`config.mk`:
```
export PLATFORM = sky130hd
export DESIGN_NAME = cr_iu_hs_split_inject
export DESIGN_NICKNAME = d
export VERILOG_FILES = /design/src/rtl/cr_iu_hs_pkg.sv /design/src/rtl/cr_iu_hs_inject_fifo.sv /design/src/rtl/cr_iu_hs_split_inject.sv
export SDC_FILE = /design/constraint.sdc
export NUM_CORES = 1
export LEC_CHECK = 0
export BUFFER_PORTS_ARGS = -buffer_cell sky130_fd_sc_hd__buf_4
export CAP_MARGIN = 25
export CORE_AREA = 4 4 97 99
export CTS_CLUSTER_SIZE = 30
export DETAILED_ROUTE_END_ITERATION = 10
export DIE_AREA = 0 0 101 103
export PLACE_DENSITY = 0.75
export SYNTH_ARGS = -nofsm -noshare
export SYNTH_HDL_FRONTEND = slang
export SYNTH_SLANG_ARGS = --single-unit
```
`constraint.sdc`:
```
create_clock -name forever_cpuclk -period 3.9 [get_ports forever_cpuclk]
set_input_delay 0.195 -clock forever_cpuclk [delete_from_list [all_inputs] [get_ports forever_cpuclk]]
set_output_delay 0.195 -clock forever_cpuclk [all_outputs]
set_load 0.02 [all_outputs]
```
`src/rtl/cr_iu_hs_pkg.sv`:
```
// cr_iu_hs_pkg: shared types for the IU hardware-stacking split injector.
// State encoding and FIFO entry layout.
package cr_iu_hs_pkg;

  typedef enum logic [1:0] {
    IDLE   = 2'b00,
    ACTIVE = 2'b01,
    DRAIN  = 2'b10,
    CHGFLW = 2'b11
  } hs_state_t;

  // {op[31:0], retire_mask, gpr_clr, last}
  localparam int ENTRY_W = 35;

endpackage

```
`src/rtl/cr_iu_hs_inject_fifo.sv`:
```
// cr_iu_hs_inject_fifo: generic DEPTH-entry synchronous FIFO.
// Registered head output, flush empties, no read/write bypass.
module cr_iu_hs_inject_fifo #(
  parameter int DEPTH = 2,
  parameter int W     = 35,
  localparam int AW   = $clog2(DEPTH),
  localparam int CW   = AW + 1
) (
  input  logic          clk,
  input  logic          rst,
  input  logic          push,
  input  logic          pop,
  input  logic          flush,
  input  logic [W-1:0]  din,
  output logic [W-1:0]  dout,
  output logic          full,
  output logic          empty,
  output logic [CW-1:0] count
);

  logic [W-1:0]  mem [DEPTH];
  logic [AW-1:0] wp;
  logic [AW-1:0] rp;
  logic [CW-1:0] cnt;

  always_ff @(posedge clk) begin
    if (push && !rst && !flush) mem[wp] <= din;
  end

  // pointers wrap naturally since DEPTH is a power of two
  always_ff @(posedge clk) begin
    if (rst || flush) begin
      wp  <= '0;
      rp  <= '0;
      cnt <= '0;
    end else begin
      if (push) wp <= wp + 1'b1;
      if (pop)  rp <= rp + 1'b1;
      cnt <= cnt + CW'(push) - CW'(pop);
    end
  end

  assign dout  = mem[rp];
  assign full  = (cnt == CW'(DEPTH));
  assign empty = (cnt == '0);
  assign count = cnt;

endmodule

```
`src/rtl/cr_iu_hs_split_inject.sv`:
```
// cr_iu_hs_split_inject: buffers split micro-ops toward EX, throttles the
// splitter and raises change-of-flow when the final unstack op retires.
module cr_iu_hs_split_inject
  import cr_iu_hs_pkg::*;
#(
  parameter int DEPTH = 2,
  parameter int CNT_W = 4
) (
  input  logic             forever_cpuclk,
  input  logic             cpurst,
  input  logic             hs_split_iu_ctrl_inst_vld,
  input  logic [31:0]      hs_split_iu_dp_inst_op,
  input  logic             hs_split_iu_hs_retire_mask,
  input  logic             hs_split_iu_nsinst_gpr_rst_b,
  input  logic             hs_split_iu_unstack_chgflw,
  input  logic             ex_inject_accept,
  input  logic             ex_inject_flush,
  output logic             iu_hs_split_ex_stall,
  output logic             iu_ifu_spcu_int_en,
  output logic             inject_ex_inst_vld,
  output logic [31:0]      inject_ex_inst_op,
  output logic             inject_ex_retire_mask,
  output logic             inject_ex_gpr_clr,
  output logic             inject_pcgen_chgflw,
  output logic [CNT_W-1:0] inject_seq_cnt
);

  localparam int CW = $clog2(DEPTH) + 1;

  logic               push;
  logic               pop;
  logic [ENTRY_W-1:0] din;
  logic [ENTRY_W-1:0] dout;
  logic [ENTRY_W-1:0] head;
  logic               full;
  logic               empty;
  logic [CW-1:0]      count;
  logic [CW-1:0]      cnt_nxt;
  hs_state_t          state;
  hs_state_t          state_nxt;
  logic [CNT_W-1:0]   seq_q;
  logic [CNT_W-1:0]   seq_nxt;
  logic               stall_q;
  logic               int_en_q;
  logic               chgflw_q;

  assign push = hs_split_iu_ctrl_inst_vld & ~stall_q
              & ~full & ~ex_inject_flush;
  assign pop  = ex_inject_accept & ~empty & ~ex_inject_flush;

  assign din = {hs_split_iu_dp_inst_op,
                hs_split_iu_hs_retire_mask,
                ~hs_split_iu_nsinst_gpr_rst_b,
                hs_split_iu_unstack_chgflw};

  cr_iu_hs_inject_fifo #(
    .DEPTH (DEPTH),
    .W     (ENTRY_W)
  ) u_fifo (
    .clk   (forever_cpuclk),
    .rst   (cpurst),
    .push  (push),
    .pop   (pop),
    .flush (ex_inject_flush),
    .din   (din),
    .dout  (dout),
    .full  (full),
    .empty (empty),
    .count (count)
  );

  always_comb begin
    cnt_nxt = count + CW'(push) - CW'(pop);
    if (ex_inject_flush) cnt_nxt = '0;
  end

  always_comb begin
    state_nxt = state;
    case (state)
      IDLE:
        if (push)
          state_nxt = hs_split_iu_unstack_chgflw ? DRAIN : ACTIVE;
      ACTIVE:
        if (push && hs_split_iu_unstack_chgflw)
          state_nxt = DRAIN;
        else if (empty && !hs_split_iu_ctrl_inst_vld)
          state_nxt = IDLE;
      DRAIN:
        if (pop && dout[0]) state_nxt = CHGFLW;
      CHGFLW:
        state_nxt = IDLE;
      default:
        state_nxt = IDLE;
    endcase
    if (ex_inject_flush) state_nxt = IDLE;
  end

  // only retiring ops count; IDLE always restarts the sequence count
  always_comb begin
    seq_nxt = seq_q;
    if (pop && !dout[2] && seq_q != '1)
      seq_nxt = seq_q + 1'b1;
    if (state_nxt == IDLE) seq_nxt = '0;
  end

  always_ff @(posedge forever_cpuclk) begin
    if (cpurst) begin
      state    <= IDLE;
      stall_q  <= 1'b0;
      int_en_q <= 1'b1;
      chgflw_q <= 1'b0;
      seq_q    <= '0;
    end else begin
      state    <= state_nxt;
      stall_q  <= (cnt_nxt == CW'(DEPTH))
                | (state_nxt == DRAIN)
                | (state_nxt == CHGFLW);
      int_en_q <= (state_nxt == IDLE) && (cnt_nxt == '0);
      chgflw_q <= (state_nxt == CHGFLW);
      seq_q    <= seq_nxt;
    end
  end

  assign head = empty ? '0 : dout;

  assign iu_hs_split_ex_stall  = stall_q;
  assign iu_ifu_spcu_int_en    = int_en_q;
  assign inject_ex_inst_vld    = ~empty;
  assign inject_ex_inst_op     = head[34:3];
  assign inject_ex_retire_mask = head[2];
  assign inject_ex_gpr_clr     = head[1];
  assign inject_pcgen_chgflw   = chgflw_q;
  assign inject_seq_cnt        = seq_q;

endmodule

```
==> impl_metrics.toml <==
[die]
die_w_um = 101
die_h_um = 103
initial_core_util_pct = 39.1
num_rows = 34
coreArea_mm2 = 0.00855
dieArea_mm2 = 0.0104
pin_count = 82

[finish]
syn_to_final_growth_pct = 29.2
fin_util_pct = 50.6
fill_cells = 755
stdcell_area_mm2 = 0.00432
final_common_cell = "buf_4"
instances_no_fill = 423
final_cell_mix = "buf_4, edfxtp_1, nor2_1, mux2i_1, dfxtp_1"
nNetsFinal = 353
diodes = 0
layout-drive-gt1-share_pct = 36.5

[logic_synthesis]
synth.largest_area_cell = "edfxtp_1"
synth_warnings = 0
synth-seq-cells = 84
postSynthCellCount = 221
synth-main-ff-cell = "edfxtp_1"
syn-num-nets = 264
yosys.cell_types.count = 39
synth_edf_count = 70
synth_top_area_share_pct = 62.8
ys_seq_area_share_pct = 71.2
synthTopCellsByArea = "edfxtp_1, mux2i_1, dfxtp_1"
async_reset_ff_share_pct = 0
synthesis.area_mm2 = 0.00335
syn_avg_cell_area_um2 = 15.1

[worst_setup_path]
rr_worst_depth = 9
r2r_end = "iu_hs_split_ex_stall"
reg2reg_from = "u_fifo.count[1]"
worstPathArrival_ns = 1.89
crit_required_ns = 3.70
endpoint = "inject_ex_inst_op[12]"
worstPathMaxFanout = 20
rrSetupSlack_ns = 2.01
worstSetupPathType = "reg -> out"
start_kind = "flip-flop"
endpoint_kind = "output pin"

[grt]
antenna_found_initial = 0
grt_pass1_vias = 2101
gr-total-overflow = 0
grt_pass1_wl_um = 9770
grtUsageTotal_pct = 12.3
grt_max_degree = 37

[status]
status = "completed"

[power_and_ir_drop]
vdd_ir_drop_max_mv = 0.192
total_power_mw = 1.81
powerDensity_mw_per_mm2 = 418
p_leak_nw = 1.59

[flow_run]
maxCapViolations = 0

[min_path]
min_path_type = "in -> reg"
min_path_cells = 1

[cts]
cts_buffers = 9
cts_sinks = 84
hold_buffers = 0
cts-root-buf = "clkbuf_8"
cts_resized = 0
post_cts_buffers = 0
cts_tree = "yes"
cts_buffer_depth = 2
h-tree-depth = 3
clk_latency_ns = 0.33
cts.clk_slew.worst_paths_ns = 0.08

[route]
firstDrtPassIters = 4
drcViolationCount = 0
via_per_inst = 4.79
vias = 2026
antenna_left = 0
drt_iter0_drc = 42
post_drt_wl_per_cell_um = 14.7
totalWireLength_um = 6220

[timing]
grt_setup_unrepaired = "no"
clock_skew_ns = 0.00764
setup_viol = 0
final_max_slew_viol_count = 0
hold_viol = 0
tns_ns = 0
period_minus_slack_ns = 2.09
timing.final.crit_share_pct = 53.5
max_slew_margin_pct = 67.1
worst_pin_slew_ns = 0.494
fmax_mhz = 479

[place]
dpl-instance-area_mm2 = 0.00410
io_buffers = 81
gp_congestion = 0.817
dp.cells = 407
dpl.hpwl_um = 4450
[worst min path at each step]
stage                                     from                end  slack, ns
floorplan           hs_split_iu_unstack_chgflw   u_fifo.mem[0][0]       0.29
global placement     hs_split_iu_dp_inst_op[6]   u_fifo.mem[0][9]       0.38
detailed placement   hs_split_iu_dp_inst_op[9]  u_fifo.mem[1][12]       0.38
CTS                  hs_split_iu_dp_inst_op[7]  u_fifo.mem[0][10]       0.01
global route        hs_split_iu_dp_inst_op[11]  u_fifo.mem[0][14]      0.005
finish               hs_split_iu_dp_inst_op[7]  u_fifo.mem[1][10]       0.04
[where the power goes]
part / leakage, nW / switching (mW) / internal (mW)
clock: 0.106 / 0.295 / 0.381
sequential: 0.749 / 0.00675 / 0.989
combinational: 0.736 / 0.0728 / 0.0637
total: 1.59 / 0.374 / 1.43
[registers in the layout (all words and copies together) (netlist names), named ones only]
name / count
u_fifo.count: 2
u_fifo.wp: 1
iu_hs_split_ex_stall: 1
inject_seq_cnt: 4
state: 2
iu_ifu_spcu_int_en: 1
inject_pcgen_chgflw: 1
u_fifo.mem: 70
u_fifo.rp: 1
[cell type report]
class                      instances  area (µm²)  share of cell area, %
inverter                          10        37.5                  0.868
sequential                        84        2380                   55.1
clock buffer                      11         141                   3.27
clock inverter                     5        83.8                   1.94
multi-input combinational        118         888                   20.5
timing repair buffer              87         653                   15.1
tap                              108         135                   3.13
[worst max-delay path, stage by stage, from the launching register on]
cell and delay (ns):
dfxtp_2 0.65, buf_4 0.42, mux2i_1 0.24, nor2_1 0.06
buf_4 0.17
[cells in the mapped netlist (2+ instances only)]
cell and number:
mux2i_1 35, a21oi_1 3, nor4_1 2, or3_1 2, nor2_1 36, ha_1 3, edfxtp_1 70, a22oi_1 2
buf_6 2, nor3_1 6, buf_2 4, inv_1 9, nand3_1 2, o21ai_0 3, nand2b_1 2, dfxtp_1 14
clkbuf_1 3, xnor2_1 2
[cell families (layout without fill, tap and decap cells)]
group	count (synthesis)	after routing	share of synthesized area (%)
flops	84	84	71.2
simple gates	61	61	9.72
mux	36	36	10.9
buf+inv	19	113	2.73
compound gates	14	14	2.92
xor+xnor	4	4	1.46
fa+ha+maj	3	3	1.12
[layer usage]
metal,share of wire (%),wire length [µm],global-route usage (%)
met2,53,3270,22.1
met5,0,0,0
met3,6.2,388,3.25
met1,40,2500,14.1
met4,1.1,67,4.60
[metrics by stage]
step | worst slack [ns] | hold WS [ns]
2_1_floorplan | 0.145 | 0.294
3_3_place_gp | 2.09 | 0.382
3_5_place_dp | 1.97 | 0.384
4_1_cts | 1.76 | 0.0137
5_1_grt | 1.67 | 0.00524
6_report | 1.81 | 0.0372
No activity file was read; power rests on OpenSTA's default activity.
